--- config.mk ---
export PLATFORM = sky130hd
export DESIGN_NAME = tmma_seq
export DESIGN_NICKNAME = d
export VERILOG_FILES = /design/src/rtl/tmma_seq.sv
export SDC_FILE = /design/constraint.sdc
export NUM_CORES = 1
export LEC_CHECK = 0
export CAP_MARGIN = 20
export CORE_MARGIN = 3
export CORE_UTILIZATION = 45
export CTS_BUF_LIST = sky130_fd_sc_hd__clkbuf_4 sky130_fd_sc_hd__clkbuf_8 sky130_fd_sc_hd__clkbuf_16
export DETAILED_ROUTE_END_ITERATION = 6
export PLACE_DENSITY = 0.78
export SLEW_MARGIN = 20
export SYNTH_ARGS = -nofsm -noshare
export SYNTH_HDL_FRONTEND = slang
export SYNTH_SLANG_ARGS = --single-unit
--- constraint.sdc ---
create_clock -name clk -period 2.55 [get_ports clk]
set_input_delay 0.765 -clock clk [delete_from_list [all_inputs] [get_ports clk]]
set_output_delay 0.765 -clock clk [all_outputs]
set_load 0.03 [all_outputs]
--- src/rtl/tmma_seq.sv ---
// tmma_seq: per-tile TMMA sequencer driving the systolic array edges and operand buffer reads.
module tmma_seq #(
  parameter int SARRAY_W = 8,
  parameter int SARRAY_H = 8,
  parameter int CNT_W = 8,
  parameter int PREC_W = 2,
  parameter int ADDR_W = 8,
  parameter int MAC_LAT = 2
) (
  input  logic clk,
  input  logic rst,
  input  logic cmd_valid_i,
  output logic cmd_ready_o,
  input  logic [CNT_W-1:0] cmd_k_i,
  input  logic [PREC_W-1:0] cmd_precision_i,
  input  logic cmd_loadc_i,
  input  logic cmd_storec_i,
  input  logic [ADDR_W-1:0] cmd_a_base_i,
  input  logic [ADDR_W-1:0] cmd_b_base_i,
  input  logic [ADDR_W-1:0] cmd_c_base_i,
  output logic a_rd_en_o,
  output logic b_rd_en_o,
  output logic c_rd_en_o,
  output logic [ADDR_W-1:0] a_rd_addr_o,
  output logic [ADDR_W-1:0] b_rd_addr_o,
  output logic [ADDR_W-1:0] c_rd_addr_o,
  output logic left_data_valid_o,
  output logic [CNT_W-1:0] left_data_cnt_o,
  output logic left_data_type_o,
  output logic [PREC_W-1:0] left_precision_o,
  output logic top_data_valid_o,
  output logic [CNT_W-1:0] top_data_cnt_o,
  output logic top_storec_valid_o,
  output logic busy_o,
  output logic done_o
);
  localparam logic [2:0] S_IDLE = 3'd0, S_LOADC = 3'd1, S_MAC = 3'd2, S_DRAIN = 3'd3, S_STORE = 3'd4, S_DONE = 3'd5;
  localparam int D = SARRAY_W + SARRAY_H + MAC_LAT;
  logic [2:0] state;
  logic [CNT_W-1:0] idx, k;
  logic loadc, storec, c_en, ab_en, st_en, last;
  logic [ADDR_W-1:0] a_base, b_base, c_base;
  assign c_en = state == S_LOADC;
  assign ab_en = state == S_MAC;
  assign st_en = state == S_STORE;
  assign last = (c_en && idx == CNT_W'(SARRAY_W - 1)) || (ab_en && idx == k - 1'b1) ||
                (state == S_DRAIN && idx == CNT_W'(D - 1)) || (st_en && idx == CNT_W'(SARRAY_H - 1));
  assign cmd_ready_o = state == S_IDLE;
  assign busy_o = state != S_IDLE;
  assign done_o = state == S_DONE;
  assign c_rd_en_o = c_en;
  assign a_rd_en_o = ab_en;
  assign b_rd_en_o = ab_en;
  assign c_rd_addr_o = c_en ? c_base + ADDR_W'(idx) : '0;
  assign a_rd_addr_o = ab_en ? a_base + ADDR_W'(idx) : '0;
  assign b_rd_addr_o = ab_en ? b_base + ADDR_W'(idx) : '0;
  always_ff @(posedge clk) begin
    if (rst) begin
      state <= S_IDLE;
      idx <= '0;
      k <= '0;
      loadc <= 1'b0;
      storec <= 1'b0;
      a_base <= '0;
      b_base <= '0;
      c_base <= '0;
      left_precision_o <= '0;
      left_data_valid_o <= 1'b0;
      left_data_cnt_o <= '0;
      left_data_type_o <= 1'b0;
      top_data_valid_o <= 1'b0;
      top_data_cnt_o <= '0;
      top_storec_valid_o <= 1'b0;
    end else begin
      // Edge beats trail their buffer reads by one cycle to line up with read data.
      left_data_valid_o <= c_en || ab_en;
      left_data_type_o <= c_en;
      left_data_cnt_o <= c_en ? CNT_W'(SARRAY_W) - idx : ab_en ? idx : '0;
      top_data_valid_o <= ab_en;
      top_data_cnt_o <= (ab_en || st_en) ? idx : '0;
      top_storec_valid_o <= st_en;
      idx <= (last || state == S_IDLE || state == S_DONE) ? '0 : idx + 1'b1;
      case (state)
        S_IDLE: if (cmd_valid_i) begin
          k <= cmd_k_i;
          loadc <= cmd_loadc_i;
          storec <= cmd_storec_i;
          a_base <= cmd_a_base_i;
          b_base <= cmd_b_base_i;
          c_base <= cmd_c_base_i;
          left_precision_o <= cmd_precision_i;
          state <= cmd_loadc_i ? S_LOADC : cmd_k_i != '0 ? S_MAC : S_DRAIN;
        end
        S_LOADC: if (last) state <= k != '0 ? S_MAC : S_DRAIN;
        S_MAC: if (last) state <= S_DRAIN;
        S_DRAIN: if (last) state <= storec ? S_STORE : S_DONE;
        S_STORE: if (last) state <= S_DONE;
        default: state <= S_IDLE;
      endcase
    end
  end
endmodule
==> qor.csv, run 1 <==
stage;metric;value;unit
worst_setup_path;worst setup path class;flip-flop to output pin;
status;outcome;complete, but fails checks;
timing;max-slew violations;0;
timing;Tcrit/Tclk final;125;%
floorplanning;Die X-Extent;96.9;µm
final_layout;Core Util, Final;71.5;%
worst_setup_path;largest fanout on the critical path;7;
clocking;clock latency on the worst-skew pair;0.35;ns
logic_synthesis;Cells after Synth;459;
timing;final hold viol count;0;
final_layout;area delta synth->final;51.9;%
worst_setup_path;Startpoint Class;flip-flop;
floorplanning;IO Count;91;
logic_synthesis;Yosys top cell by area;dfxtp_1;
floorplanning;Initial Utilization;47.1;%
global_route;gr ovfl total;0;
floorplanning;Die Height;96.9;µm
timing;Least-Margin Pin Slew;0.516;ns
logic_synthesis;Distinct cells, synth;49;
clocking;total CTS buffers;9;
route;average wire per standard cell;16.4;µm
worst_setup_path;crit path cell chain;buf_8 > buf_8 > fa_2 > a21o_1 > a21oi_2 > o21bai_1 > a21oi_2 > xor2_2 > nor2_4 > buf_6;
clocking;clk slew on worst S/H paths;0.08;ns
route;Routed Antenna Nets;0;
logic_synthesis;Mapped Nets;526;
clocking;# H-tree levels;3;
timing;RSZ-0062 raised after global routing;true;
status;failing checks;negative setup slack;
logic_synthesis;FFs w/ async S/R, synth;0;%
clocking;CTS root buffer;clkbuf_8;
min_path;Hold Path Class;flip-flop to flip-flop;
timing;minimum clock period;3.18;ns
final_layout;ant diodes;0;
clocking;Clock Sinks;66;
floorplanning;Rows;32;
place;Placer Congestion;0.880;
timing;skew final;0.00914;ns
run;maxcap violations;0;
logic_synthesis;#FFs+latches synth;66;
worst_setup_path;Critical Path RT;1.79;ns
place;post-place setup slack;-0.596;ns
final_layout;Final #Nets;660;
logic_synthesis;Yosys Warn Count;0;
place;Port Buffers;90;
route;via/cell ratio;5.45;
worst_setup_path;Worst path slowest cell;fa_2;
global_route;largest net degree at the start of global routing;36;
final_layout;layout cells sized above 1;27.8;%
global_route;first-pass GRT wire length;17700;µm
pwr;Pwr Density;679;nW/µm²
global_route;antenna violations before repair;0;
worst_setup_path;Worst Path Arrival;2.42;ns
logic_synthesis;most frequent cells after synthesis;80 x nand2_1, 66 x dfxtp_1, 56 x a21oi_1;
global_route;via count of the first global-routing pass;3689;
timing;Hold Slack;0.461;ns
pwr;leakage power total;2.42;nW
logic_synthesis;Synth Flop Type;dfxtp_1;
logic_synthesis;Post-synth EDFFs;0;
final_layout;# fillers;574;
worst_setup_path;CP max stage delay;0.39;ns
logic_synthesis;synthesized cell area;3710;µm²
place;Detail Placement HPWL;7530;µm
timing;Finish-stage setup viols;18;
route;DR pass1 iterations;5;
logic_synthesis;synthesized area per cell;8.09;µm²
route;Initial DRC Count;199;
clocking;TritonCTS clock tree;done;
floorplanning;die area;9380;µm²
global_route;gr usage total;23.0;%
worst_setup_path;Worst setup EP type;output pin;
timing;final setup margin;-0.634;ns
route;via total after detailed routing;3817;
logic_synthesis;largest cells by area after synthesis;dfxtp_1 36%, ha_1 8.4%, nand2_1 8.1%;
logic_synthesis;sequential area share after synthesis;35.6;%
route;Detailed Route WL;11400;µm
pwr;Max VDD drop;0.284;mV
clocking;Longest Clk Path Bufs;2;
logic_synthesis;most frequent cell after synthesis;nand2_1;
logic_synthesis;Yosys top cell area share;35.6;%
timing;slew margin rel.;65.3;%
floorplanning;Core Area;7890;µm²
timing;Max Freq;0.314;GHz
route;Residual DRC;0;
[layer usage]
layer | track usage (%) | vias to the layer above | routed length (µm)
met5 | 0 | - | 0
met4 | 9.94 | 0 | 188
met3 | 4.11 | 15 | 754
met2 | 40.1 | 136 | 5890
met1 | 27.5 | 1824 | 4610
li1 | - | 1842 | -
[metrics by stage]
step	total power (W)	setup TNS (ns)	cell area, µm²	std cells
after global placement	0.00271	-2.18	5020	671
after global routing	0.00402	-7.44	5640	700
after detailed placement	0.00275	-2.53	5020	671
after CTS	0.00377	-5.41	5530	694
after floorplan	0.00224	-0.0675	3820	459
final	0.00383	-6.18	5640	700
[cells in the final DEF, fill, tap and decap left out, types with 11 or more instances in the layout]
master           synthesis  routed
a21oi_1                 56      42
and2_1                  13      11
buf_4                    1      67
buf_6                    2      14
clkbuf_8                 0      11
clkdlybuf4s50_1          0      59
dfxtp_1                 66      58
ha_1                    25      18
inv_1                   18      18
nand2_1                 80      80
nor2_1                  31      28
o21ai_0                 18      15
xor2_1                  19      18
[registers in the layout, indices dropped and copies added, names as in the netlist, 2 cells and up]
signal            cells
c_base                8
top_data_cnt_o        8
state                 3
left_data_cnt_o       8
k                     8
b_base                8
a_base                8
left_precision_o      2
idx                   8
[final cells by class]
cell class                      instances  area [µm²]  area share, %
Tap cell                              102         128           2.26
Timing Repair Buffer                  151        1360           24.0
Clock inverter                          5        61.3           1.09
Sequential cell                        66        1340           23.7
Clock buffer                           11         151           2.68
Multi-Input combinational cell        347        2540           45.1
Inverter                               18        67.6           1.20
[report_power, final]
| group | internal, W | total (W) | switching [W] |
|---|---|---|---|
| Combinational | 0.000653 | 0.00162 | 0.000964 |
| Sequential | 0.00116 | 0.00127 | 0.000109 |
| Clock | 0.000510 | 0.000944 | 0.000434 |
| Total | 0.00232 | 0.00383 | 0.00151 |
[path summary, 6_finish.rpt]
path              from              to  slack (ns)  cells past startpoint
min          c_base[5]       c_base[5]        0.46                      2
max reg2reg       k[0]        state[0]        0.31                      8
min reg2reg  c_base[5]       c_base[5]        0.46                      2
max             idx[1]  c_rd_addr_o[6]       -0.63                     10
[worst max-delay path: cells and delay by family (launching register included)]
family | cells | cell delay (ns)
xor gates and xnor gates | 1 | 0.21
buffers and inverters | 3 | 0.38
and+or+nand+nor | 1 | 0.04
DFF | 1 | 0.36
AOI/OAI and AO/OA | 4 | 0.68
adders and majority gates | 1 | 0.39
[timing repair]
action / CTS / global route
gates resized for setup: 68 / 20
setup buffers: 15 / 7
pin swaps: 36 / 24
hold buffers: 0 / 0
endpoints found under the setup margin: 26 / 23
[kinds of logic (layout without fill, tap and decap cells)]
| logic type | Yosys count | count (layout) | share of synthesized area, % |
|---|---|---|---|
| simple gates | 175 | 175 | 22.8 |
| mux | 1 | 1 | 0.303 |
| flops | 66 | 66 | 35.6 |
| fa+ha+maj | 28 | 28 | 10.0 |
| compound gates | 107 | 107 | 17.3 |
| xor+xnor | 36 | 36 | 8.49 |
| buf+inv | 46 | 185 | 5.42 |
Power figures use the tool's default switching activity.
==> inputs of run 2 (changes only) <==
--- a/config.mk
+++ b/config.mk
@@ -8,7 +8,7 @@
 export CAP_MARGIN = 20
 export CORE_MARGIN = 3
 export CORE_UTILIZATION = 45
-export CTS_BUF_LIST = sky130_fd_sc_hd__clkbuf_4 sky130_fd_sc_hd__clkbuf_8 sky130_fd_sc_hd__clkbuf_16
+export CTS_BUF_LIST = sky130_fd_sc_hd__clkbuf_4 sky130_fd_sc_hd__clkbuf_8
 export DETAILED_ROUTE_END_ITERATION = 6
 export PLACE_DENSITY = 0.78
 export SLEW_MARGIN = 20
==> results of run 2 <==
The final DEF is identical to that of run 1; final timing and power are the same.
